## src/rtl/median_pkg.sv

```systemverilog
// Shared constants, FSM state encoding and 3x3 tap offsets for the median window sequencer.
// Pure definitions; no logic, no latency, no flow control.
package median_pkg;

  localparam int DEF_IMG_W  = 640;
  localparam int DEF_IMG_H  = 480;
  localparam int DEF_ADDR_W = 19;
  localparam int NUM_TAPS   = 9;

  typedef enum logic [2:0] {
    ST_IDLE  = 3'd0,
    ST_FETCH = 3'd1,
    ST_DRAIN = 3'd2,
    ST_FILT  = 3'd3,
    ST_WRITE = 3'd4,
    ST_NEXT  = 3'd5,
    ST_DONE  = 3'd6
  } state_t;

  // Tap k covers row k/3-1 and column k%3-1 of the neighbourhood.
  function automatic logic signed [1:0] tap_dx(input logic [3:0] k);
    case (k)
      4'd0, 4'd3, 4'd6: tap_dx = -2'sd1;
      4'd1, 4'd4, 4'd7: tap_dx = 2'sd0;
      default:          tap_dx = 2'sd1;
    endcase
  endfunction

  function automatic logic signed [1:0] tap_dy(input logic [3:0] k);
    case (k)
      4'd0, 4'd1, 4'd2: tap_dy = -2'sd1;
      4'd3, 4'd4, 4'd5: tap_dy = 2'sd0;
      default:          tap_dy = 2'sd1;
    endcase
  endfunction

endpackage

```

## src/rtl/median_tap_addr.sv

```systemverilog
// Combinational tap address for window centre (x,y) and tap k; zero latency, no flow control.
// MEDIAN_BORDER_CLAMP_EN clamps border taps onto the frame and never flags them out of range.
module median_tap_addr
  import median_pkg::*;
#(
  parameter int IMG_W  = DEF_IMG_W,
  parameter int IMG_H  = DEF_IMG_H,
  parameter int ADDR_W = DEF_ADDR_W,
  parameter int XW     = $clog2(DEF_IMG_W),
  parameter int YW     = $clog2(DEF_IMG_H)
) (
  input  logic [XW-1:0]     i_x,
  input  logic [YW-1:0]     i_y,
  input  logic [3:0]        i_k,
  output logic [ADDR_W-1:0] o_addr,
  output logic              o_oor
);

  // Two spare bits: one for sign, one so x+1 at the right edge cannot overflow.
  localparam int CW = ((XW > YW) ? XW : YW) + 2;
  localparam logic signed [CW-1:0] XMAX = CW'(IMG_W - 1);
  localparam logic signed [CW-1:0] YMAX = CW'(IMG_H - 1);

  logic signed [1:0]    w_dx;
  logic signed [1:0]    w_dy;
  logic signed [CW-1:0] w_sx;
  logic signed [CW-1:0] w_sy;
  logic signed [CW-1:0] w_cx;
  logic signed [CW-1:0] w_cy;

  assign w_dx = tap_dx(i_k);
  assign w_dy = tap_dy(i_k);
  assign w_sx = $signed({{(CW-XW){1'b0}}, i_x}) + $signed({{(CW-2){w_dx[1]}}, w_dx});
  assign w_sy = $signed({{(CW-YW){1'b0}}, i_y}) + $signed({{(CW-2){w_dy[1]}}, w_dy});

`ifdef MEDIAN_BORDER_CLAMP_EN
  assign w_cx  = w_sx[CW-1] ? '0 : ((w_sx > XMAX) ? XMAX : w_sx);
  assign w_cy  = w_sy[CW-1] ? '0 : ((w_sy > YMAX) ? YMAX : w_sy);
  assign o_oor = 1'b0;
`else
  assign w_cx  = w_sx;
  assign w_cy  = w_sy;
  assign o_oor = w_sx[CW-1] || (w_sx > XMAX) || w_sy[CW-1] || (w_sy > YMAX);
`endif

  assign o_addr = ADDR_W'(w_cy) * ADDR_W'(IMG_W) + ADDR_W'(w_cx);

endmodule

```

## src/rtl/median_window_sequencer.sv

```systemverilog
// Raster-order read/load/filter/write sequencing for a 3x3 median filter; MEDIAN_BORDER_CLAMP_EN picks clamp vs zero-fill borders.
// At least 12+RD_LAT cycles per pixel; waits in FILT for flt_done and holds wr_en/wr_addr in WRITE until wr_ready.
module median_window_sequencer
  import median_pkg::*;
#(
  parameter int IMG_W  = DEF_IMG_W,
  parameter int IMG_H  = DEF_IMG_H,
  parameter int ADDR_W = DEF_ADDR_W,
  parameter int RD_LAT = 1
) (
  input  logic              clk,
  input  logic              rst,
  input  logic              start,
  output logic              busy,
  output logic              done,
  output logic              rd_en,
  output logic [ADDR_W-1:0] rd_addr,
  output logic              ld_tap,
  output logic [3:0]        tap_sel,
  output logic              tap_zero,
  output logic              flt_start,
  input  logic              flt_done,
  output logic              wr_en,
  output logic [ADDR_W-1:0] wr_addr,
  input  logic              wr_ready
);

  localparam int XW = $clog2(IMG_W);
  localparam int YW = $clog2(IMG_H);
  localparam int DW = (RD_LAT > 1) ? $clog2(RD_LAT) : 1;

  state_t              r_state;
  logic [XW-1:0]       r_x;
  logic [YW-1:0]       r_y;
  logic [3:0]          r_k;
  logic [DW-1:0]       r_drn;
  logic                r_flt_issued;
  logic [ADDR_W-1:0]   r_pix_addr;
  logic [ADDR_W-1:0]   r_rd_addr;
  logic                r_dl_vld  [RD_LAT];
  logic [3:0]          r_dl_k    [RD_LAT];
  logic                r_dl_zero [RD_LAT];

  logic                w_fetch;
  logic                w_rd;
  logic                w_oor;
  logic                w_last_x;
  logic                w_last_y;
  logic [ADDR_W-1:0]   w_tap_addr;

  median_tap_addr #(
    .IMG_W  (IMG_W),
    .IMG_H  (IMG_H),
    .ADDR_W (ADDR_W),
    .XW     (XW),
    .YW     (YW)
  ) u_tap_addr (
    .i_x    (r_x),
    .i_y    (r_y),
    .i_k    (r_k),
    .o_addr (w_tap_addr),
    .o_oor  (w_oor)
  );

  assign w_fetch  = (r_state == ST_FETCH);
  assign w_rd     = w_fetch && !w_oor;
  assign w_last_x = (r_x == XW'(IMG_W - 1));
  assign w_last_y = (r_y == YW'(IMG_H - 1));

  always_ff @(posedge clk or negedge rst) begin
    if (!rst) begin
      r_state      <= ST_IDLE;
      r_x          <= '0;
      r_y          <= '0;
      r_k          <= '0;
      r_drn        <= '0;
      r_flt_issued <= 1'b0;
      r_pix_addr   <= '0;
      r_rd_addr    <= '0;
      for (int i = 0; i < RD_LAT; i++) begin
        r_dl_vld[i]  <= 1'b0;
        r_dl_k[i]    <= '0;
        r_dl_zero[i] <= 1'b0;
      end
    end else begin
      if (w_rd) r_rd_addr <= w_tap_addr;
      // Tap index and zero flag ride alongside the memory latency, read or not.
      r_dl_vld[0]  <= w_fetch;
      r_dl_k[0]    <= r_k;
      r_dl_zero[0] <= w_fetch && w_oor;
      for (int i = 1; i < RD_LAT; i++) begin
        r_dl_vld[i]  <= r_dl_vld[i-1];
        r_dl_k[i]    <= r_dl_k[i-1];
        r_dl_zero[i] <= r_dl_zero[i-1];
      end

      case (r_state)
        ST_IDLE: begin
          if (start) begin
            r_state    <= ST_FETCH;
            r_x        <= '0;
            r_y        <= '0;
            r_k        <= '0;
            r_pix_addr <= '0;
          end
        end
        ST_FETCH: begin
          if (r_k == 4'(NUM_TAPS - 1)) begin
            r_k     <= '0;
            r_drn   <= '0;
            r_state <= ST_DRAIN;
          end else begin
            r_k <= r_k + 4'd1;
          end
        end
        ST_DRAIN: begin
          if (r_drn == DW'(RD_LAT - 1)) begin
            r_flt_issued <= 1'b0;
            r_state      <= ST_FILT;
          end else begin
            r_drn <= r_drn + DW'(1);
          end
        end
        ST_FILT: begin
          r_flt_issued <= 1'b1;
          if (flt_done) r_state <= ST_WRITE;
        end
        ST_WRITE: begin
          if (wr_ready) r_state <= ST_NEXT;
        end
        ST_NEXT: begin
          if (w_last_x && w_last_y) begin
            r_state <= ST_DONE;
          end else begin
            if (w_last_x) begin
              r_x <= '0;
              r_y <= r_y + YW'(1);
            end else begin
              r_x <= r_x + XW'(1);
            end
            // Raster order makes the output address a plain running count.
            r_pix_addr <= r_pix_addr + ADDR_W'(1);
            r_k        <= '0;
            r_state    <= ST_FETCH;
          end
        end
        ST_DONE: r_state <= ST_IDLE;
        default: r_state <= ST_IDLE;
      endcase
    end
  end

  assign busy      = (r_state != ST_IDLE) && (r_state != ST_DONE);
  assign done      = (r_state == ST_DONE);
  assign rd_en     = w_rd;
  assign rd_addr   = w_rd ? w_tap_addr : r_rd_addr;
  assign ld_tap    = r_dl_vld[RD_LAT-1];
  assign tap_sel   = r_dl_vld[RD_LAT-1] ? r_dl_k[RD_LAT-1] : 4'd0;
  assign tap_zero  = r_dl_zero[RD_LAT-1];
  assign flt_start = (r_state == ST_FILT) && !r_flt_issued;
  assign wr_en     = (r_state == ST_WRITE);
  assign wr_addr   = r_pix_addr;

endmodule
```

## config.mk

```make
export PLATFORM = sky130hd
export DESIGN_NAME = median_window_sequencer
export DESIGN_NICKNAME = d
export VERILOG_FILES = /design/src/rtl/median_pkg.sv /design/src/rtl/median_tap_addr.sv /design/src/rtl/median_window_sequencer.sv
export SDC_FILE = /design/constraint.sdc
export NUM_CORES = 1
export LEC_CHECK = 0
export CORE_MARGIN = 2
export CORE_UTILIZATION = 36
export CTS_BUF_LIST = sky130_fd_sc_hd__clkbuf_16
export DETAILED_ROUTE_END_ITERATION = 8
export PLACE_DENSITY = 0.57
export SLEW_MARGIN = 10
export SYNTH_ARGS = -nofsm -noshare
export SYNTH_HDL_FRONTEND = slang
export SYNTH_SLANG_ARGS = --single-unit
```

## constraint.sdc

```tcl
create_clock -name clk -period 16.7 [get_ports clk]
set_clock_uncertainty 0.2 [all_clocks]
set_input_delay 2.505 -clock clk [delete_from_list [all_inputs] [get_ports clk]]
set_output_delay 2.505 -clock clk [all_outputs]
set_load 0.05 [all_outputs]
```

# Word-level counts from Yosys, hierarchy flattened
# Index checks and enable logic that the tools add are counted.
# classes
add_sub_neg	8
multipliers	1
n_div	0
order_cmp	2
n_eq_ne	24
shifts	0
muxes	31
n_bitwise	0
n_reduce_logical	27
# op_table
cell	n
2-to-1 mux 19 bit	3
one-hot mux 19 bit (2 select lines)	1
2-to-1 mux 10 bit	3
2-to-1 mux 9 bit	3
one-hot mux 10 bit (2 select lines)	1
adder 19 x 1 -> 19 bit (second input constant)	1
adder 19 x 12 -> 19 bit	1
2-to-1 mux 3 bit	6
one-hot mux 3 bit (6 select lines)	1
one-hot mux 9 bit (2 select lines)	1
== test 4 x 3 -> 1 bit (second input constant)	4
2-to-1 mux 4 bit	4
adder 11 x 2 -> 12 bit	1
> comparator 12 x 11 -> 1 bit (second input constant)	1
multiplier 11 x 4 -> 12 bit (second input constant)	1
one-hot mux 4 bit (3 select lines)	1
OR reduction 3 bit	4
adder 10 x 2 -> 11 bit	1
> comparator 11 x 10 -> 1 bit (second input constant)	1
adder 10 x 1 -> 10 bit (second input constant)	1
== test 10 bit (second input constant)	1
!= test 2 bit (second input constant)	5
adder 9 x 1 -> 9 bit (second input constant)	1
== test 3 bit (second input constant)	3
other kinds (24)	43
# totals
ff_bits	72
latchBits	0
ram_bits	0
mem_bits_ro	0
inputBits	5
output_inout_bits	49
elab_cells	104
n_memories	0

# Logic depth before layout (Yosys ltp)
# Gate-level depths: netlist of the first run.
# depth
ltp_word	11
mapped_depth	26

# Modules after synthesis
# From an unflattened synthesis of the first run, not the netlist that was laid out.
# hier_totals
hier_cells	604
area_unflattened_um2	5515.3
# modules_own_cells
mod	n_inst	cells_each	area_per_inst_um2	seq_area_each_um2
median_window_sequencer	1	342	3538.4	1776.7
median_tap_addr	1	262	1976.9	0.0

# Worst setup path after synthesis of the first run
# Ideal clock, no wire load.
# synth_path
path_kind	register to output
start	register r_k[0]
end	output rd_addr[17]
arrival_ns	5.229
required_ns	13.995
path_slack_ns	8.766
stages_incl_launch_ff	25
path_cell_list	dfrtp_1 inv_1 ha_1 nor3_1 or3_1 clkbuf_1 clkinv_1 ha_1 a211oi_1 nor2_1 xor2_1 ha_1 ha_1 a21o_1 a21oi_1 o21bai_1 a21oi_1 o21bai_1 a21oi_1 xnor2_1 ha_1 nor3b_1 a311oi_1 o311ai_0 mux2_4
# synth_between
elab_chain_len	11
elab_cells_between_ends	26
cone_classes	add/sub: 3; mul: 1; order compare: 2; eq/ne: 7; mux: 3; reduce/logical: 10
# synth_rtl
item	line_no	source
start, declared	median_window_sequencer.sv:35	logic [3:0] r_k;
start signal, assigned	median_window_sequencer.sv:113	r_k <= r_k + 4'd1;
branches (longest 10 deep; another with adder 19 x 12 -> 19 bit)	-	
2-to-1 mux 19 bit (*)	median_window_sequencer.sv:156	assign rd_addr = w_rd ? w_tap_addr : r_rd_addr;
end, declared	median_window_sequencer.sv:17	output logic [ADDR_W-1:0] rd_addr,
# Mark *: on every way between the ends.

# Worst setup path after layout of the first run
# Same ends and word-level chain as after synthesis.

==> run summary, run 1 <==
The flow ran to the end, and the final reports show no timing, DRC or antenna violations. With fillers left out, the area of the finished cells amounts to between 6000 and 7000 um2. The total overflow left after global routing is 0.

The area fraction of the dominant cell type after synthesis is 32.43%. The post-route minimum period is between 9000 and 10000 ps. The kind of end point of the critical path is an output port.

The overall routing resource usage came out at 15.87%. The most frequently used flop master after synthesis is dfrtp_1. The arrival time of the worst setup path is just under 7000 ps. After detailed placement, the design holds a cell count of around 830.

The count of buffers from port buffering came out at 53. Buffers inserted during clock tree synthesis total 9. The height of the die came out at 127.4 um.

The starting density of the core is 36.45%. After detailed routing, the total wire length is 12.29 mm. The number of clock sinks seen by CTS came out at 71.

The synthesis-to-finish area growth came out at 17.61%. The detailed router's first-iteration violation count is 265. For the final routed database, the setup TNS stands at 0 ps. The cell count after synthesis is 606. The number of synthesized flops with an enable pin is 0. The number of routed nets with antenna violations came out at 0. The final max-slew violation count is 0.

The filler cell count came out at 1469. The routed length per instance is approximately 14 um. Dividing the final minimum period by the clock period gives 56.91%. The number of ports placed on the die boundary is 54.

The synthesized net count is 670. The via count of the first global-routing pass came out at 4439. The clock latency on the worst-skew pair is ~350 ps. The share of layout cells above drive strength 1 came out at 7.110%. The count of nets after finishing came out at 720. Setup violations remaining at the end of the flow were counted as 0. The relative max-transition margin came out at 32.05%. The post-CTS setup repair buffer count is 0. The top fanout value on the critical path is 11. TritonCTS built the clock tree. For the pin with the worst max-slew slack, the measured transition is 1016 ps. The first detailed-routing pass ran for 4 iterations. The row count came out at 45. The largest total area in the synthesized netlist belongs to dfrtp_1.

STA classifies the critical path startpoint as a flop. The buffer depth of the longest clock path came out at 2. The final cell count without fillers is 849. The first global-routing pass estimated ~21 mm of wire. Counting flops and latches in the post-synthesis netlist gives 71. Entering global routing, the biggest net connects between 70 and 80 pins. The maximum level of the CTS H-tree is 3. The average cell area after synthesis is 9.041 um2. The buffer type at the clock tree root is clkbuf_16. Yosys printed 0 warnings. After detailed routing, the number of vias per cell comes to 5.289.

The critical path required time came out at between 10000 and 15000 ps. The final count of hold timing violations is 0. After synthesis, the share of flip-flops with an asynchronous set or reset is 100.0%. In this run the horizontal extent of the chip is 127.4 um. The achievable clock frequency came out at 105.2 MHz.

Detailed placement finished with a half-perimeter wire length of approximately 9 mm. The number of vias in the routed layout came out at approximately 4500. The die covers 16220 um2. Setup repair after global routing left no endpoint under its margin. The worst setup path is of the reg2out kind. The number of antenna diodes in the final layout is 0.

The core region is 15030 um2. In the post-synthesis netlist, the biggest area contributors are dfrtp_1 (32%), ha_1 (13%), xnor2_1 (5.3%). The initial antenna violation count is 0. Among all cell types in the netlist, the one instantiated most often is dfrtp_1. The number of hold buffers added after CTS was 0. By count the netlist is led by dfrtp_1 (71), nor2_1 (56), ha_1 (55), nand2_1 (50), o21ai_0 (49). The tightest min-delay check is of the reg2reg type. The cell area that synthesis handed to floorplanning was 5479 um2.

The clock input transition at the sequential cells of the worst setup and hold paths is 60 ps. The total of cells resized after clock tree synthesis came out at 0. The sequential element share of the synthesized area came out at 32.43%. Summing all placed instances gives a cell area of just over 6000 um2. The total DRC errors in the routed layout came out at 0. The tool flagged a number of max-cap violations equal to 0. The weighted congestion at the end of routability-driven global placement came out at 0.8667.

The final worst hold slack is 281.2 ps. The count of distinct cell types in the synthesized netlist is 66.
[through the flow]
| step | setup WS (ps) | util, % |
|---|---|---|
| finish | 7196 | 42.86 |
| global route | 6688 | 42.86 |
| global placement | 7844 | 41.02 |
| CTS | 7200 | 42.86 |
| detailed placement | 7601 | 41.02 |
| floorplan | 8766 | - |
[final cells by class]
class                           instances  area [um2]  share of cell area (%)
Timing Repair Buffer                   55       540.5                   8.388
Sequential cell                        71        1777                   27.57
Clock buffer                            9       225.2                   3.495
Tap cell                              188       235.2                   3.650
Multi-Input combinational cell        486        3491                   54.17
Inverter                               33       123.9                   1.922
Clock inverter                          7       51.30                  0.7961
[cells in the final DEF (no fill, tap or decap), drive strengths merged, types with 3 or more instances in the layout]
cell / n
dfrtp: 71
nor2: 56
o21ai: 56
ha: 55
clkdlybuf4s50: 52
nand2: 50
inv: 36
xnor2: 33
nand3: 25
a21oi: 24
mux2: 19
nor3: 16
xor2: 15
a21o: 14
and3: 10
and2: 9
clkbuf: 9
nor2b: 8
or3: 8
a31oi: 7
nand2b: 7
o31ai: 6
nand4: 6
o21bai: 5
fa: 4
nor4: 4
o211ai: 3
o21a: 3
o22ai: 3
nand3b: 3
o41ai: 3
clkinv: 3
buf: 3
[sequential cells by signal, indices dropped and copies added (netlist names)]
| name | cells |
|---|---|
| r_k | 4 |
| r_dl_k | 4 |
| r_flt_issued | 1 |
| tap_zero | 1 |
| ld_tap | 1 |
| r_rd_addr | 19 |
| r_state | 3 |
| r_x | 10 |
| r_y | 9 |
| wr_addr | 19 |
[metal layers]
metal	wire [um]	part of all wire, %	GRT usage (%)	vias to the layer above
met4	192	1.6	5.042	0
met3	432	3.5	3.811	15
met5	0	0	0	-
li1	-	-	-	2272
met1	6071	49	21.75	2134
met2	5593	46	24.82	69
[cell families after synthesis]
logic type | Yosys count | share of synthesized area [%]
fa+ha+maj | 59 | 14.02
xor+xnor | 48 | 7.673
flops | 71 | 32.43
compound gates | 147 | 17.56
mux | 21 | 5.504
simple gates | 211 | 18.95
buf+inv | 49 | 3.859
[worst max-delay path, stage by stage, from the launching register on]
cell	delay, ps
dfrtp_1	440
inv_1	100
ha_1	270
nor3_1	240
or3_1	250
clkinv_1	350
ha_1	420
a211oi_1	390
nor2_1	110
xor2_1	360
ha_1	310
ha_1	210
a21o_1	180
a21oi_1	220
o21bai_1	90
a21oi_1	230
o21bai_1	90
a21oi_1	180
xnor2_1	160
ha_1	310
nor3b_1	160
a311oi_1	240
o311ai_0	160
mux2_4	300
clkdlybuf4s50_1	700
[path summary, 6_finish.rpt]
path	from	end	slack, ps	cells past startpoint
max	r_k[0]	rd_addr[17]	7200	24
min	r_flt_issued	r_flt_issued	280	2
max reg2reg	r_k[0]	r_rd_addr[17]	10640	23
min reg2reg	r_flt_issued	r_flt_issued	280	2
max in group asynchronous	rst	r_rd_addr[4]	13510	2
min in group asynchronous	rst	wr_addr[9]	2180	2
Power of run 1 is left out: the tool's default activity adds up to more than one toggle a clock period on the data nets, which glitch-free logic cannot reach.
==> inputs of run 2 (changes only) <==
PLACE_DENSITY = 0.59   (was 0.57)
clock period = 8.3 ns   (was 16.7 ns; I/O delays follow)
==> run 2 against run 1 <==
Against the previous run:
- utilization is 0.17 points higher
- non-clock buffer count is the same
- flip-flop and latch count is the same
- critical path type unchanged
- critical endpoint unchanged
==> run summary, run 2 (synthesized netlist as in run 1, its figures left out) <==
Buffers added to address setup during post-CTS repair amount to 0. The number of buffers and inverters on the critical path is 4. The relative max-transition margin is between 30% and 40%. The path class of the lowest-slack min-delay path is reg2reg. The filler cell count is 1452. The clock passes through at most 2 buffers. The critical path goes through inv_1, ha_1, nor3_1, or3_1, clkinvlp_4, ha_1, and3_1, a221oi_4, xnor2_1, ha_1, ha_1, inv_1, o21bai_1, a21oi_1, o21bai_1, a21oi_1, xnor2_1, ha_1, nor3b_1, a311oi_1, o311ai_0, mux2_4, dlygate4sd2_1. Dividing the detail-routed wire length by the instance count gives 14.56 um. The flow ran to the end, and the final reports show no timing, DRC or antenna violations.

The final max-slew violation count was 0. For this run the aggregate overflow at the end of global routing stands at 0. The worst setup path is captured at an output port.

The number of clock sinks seen by CTS is 71. The number of search-and-repair iterations in the first detailed-routing pass came out at 4. The slowest cell on the critical path is ha_1. The die area came out at between 15000 and 20000 um2. The half-perimeter wire length after placement is 9.037 mm.

The row count is 45. After layout, the worst path uses 93.52% of the clock period. Leaving out fill and tap cells, the most frequent cells in the layout are dfrtp_1 (71), nor2_1 (56), ha_1 (55). After routing, the total negative slack on setup checks comes to 0 ps. For the worst setup path, the data arrival time is approximately 6300 ps. The share of layout cells above drive strength 1 came out at 7.716%. The weighted congestion at the end of routability-driven global placement came out at 0.8614.

The delay of the slowest cell on the worst path came out at about 500 ps. The core box area came out at 15030 um2. Setup violations remaining at the end of the flow were counted as 0.

The count of nets left with antenna violations once routing finished came out at 0. The height of the die is around 130 um. The average via count per standard cell came out at 5.311. The first global-routing pass estimated 20.92 mm of wire.

The number of buffers created by CTS is 9. The via count of the first global-routing pass came out at 4396. The clock latency on the worst-skew pair came out at 350 ps. The number of vias in the routed layout came out at 4509. The horizontal extent of the die came out at 127.4 um. In this run the clock root is driven by a clkbuf_16. The detailed router's first-iteration violation count is 265. The number of ports placed on the die boundary is 54.

The worst-case setup slack after placement came out at 391.5 ps. The achievable clock frequency is 128.8 MHz. The maximum level of the CTS H-tree came out at 3. In the global route stage, overall resource usage came out at about 16%.

The measured slew at the worst slew-check pin is 1041 ps. The post-route minimum period came out at ~7800 ps. The worst setup path is of the reg2out kind. The total DRC errors in the routed layout came out at 0.

STA classifies the critical path startpoint as a flop. The top fanout value on the critical path came out at 11. The number of maximum-capacitance constraint violations is 0. The dominant delay contributor by cell family on the critical path is adder cells. The count of nets after finishing came out at 720.

The initial antenna violation count came to 0. Setup repair after global routing left no endpoint under its margin. The dominant cell type by count on the critical path is ha_1. Once the floorplan was initialized, standard cells occupied around 36% of the core. TritonCTS built the clock tree. From synthesis to final layout, the design area changed by 18.06%. The clock input transition at the sequential cells of the worst setup and hold paths came out at 70 ps. The final antenna diode count came out at 0.

Entering global routing, the biggest net connects a little over 70 pins. Leaving out fill and tap cells, the most frequent cell in the layout is dfrtp_1. The final count of hold timing violations came out at 0.

The worst path meets setup with between 500 and 600 ps of slack. The count of buffers from port buffering is 53. The final routed wirelength across all metal layers came out at 12.36 mm. The critical path required time came out at 6860 ps.
==> run 2: cell count changes in the layout (fill, tap and decap cells not counted), moves of 2 or more <==
cell,before,now
clkdlybuf4s50_1,52,49
clkinvlp_4,1,4
clkinv_1,2,0
dlymetal6s2s_1,0,2
inv_6,4,2
==> run 2: timing repair <==
action | in CTS | in global routing
resized for setup | 1 | 6
endpoints found under the hold margin | 0 | 0
setup endpoints to repair | 1 | 4
hold buffers | 0 | 0
==> run 2: path summary, 6_finish.rpt <==
path                              from  slack [ps]  cells after the start            end
min in group asynchronous          rst         900                      2      r_dl_k[1]
max reg2reg                     r_k[0]        2430                     22  r_rd_addr[17]
max in group asynchronous          rst        6360                      2  r_rd_addr[17]
max                             r_k[0]         540                     23    rd_addr[17]
min reg2reg                wr_addr[18]         280                      1    wr_addr[18]
min                        wr_addr[18]         280                      1    wr_addr[18]
==> run 2: per-layer routing <==
metal  GRT usage, %  part of all wire [%]  vias up
li1               -                     -     2270
met1          21.13                    50     2124
met2          25.13                    44       96
met3          3.769                   4.2       19
met4          5.624                   1.9        0
met5              0                     0        -
==> run 2: final cells by class <==
type / count / area, um2 / share of cell area (%)
multi-input cells: 486 / 3511 / 54.27
clock inverters: 7 / 48.80 / 0.7544
clock buffers: 9 / 225.2 / 3.482
well taps: 188 / 235.2 / 3.636
inverters: 33 / 127.6 / 1.973
repair buffers: 55 / 544.3 / 8.414
flip-flops and latches: 71 / 1777 / 27.47
==> run 2: stage by stage <==
stage	instance area [um2]	hold WS, ps	util (%)	cells
6_report	6469	283.7	43.03	849
5_1_grt	6469	307.3	43.03	849
4_1_cts	6440	293.2	42.84	849
3_5_place_dp	6167	279.5	41.02	833
3_3_place_gp	6167	253.8	41.02	833
2_1_floorplan	5479	148.7	-	606
Power of run 2 is left out for the same reason.
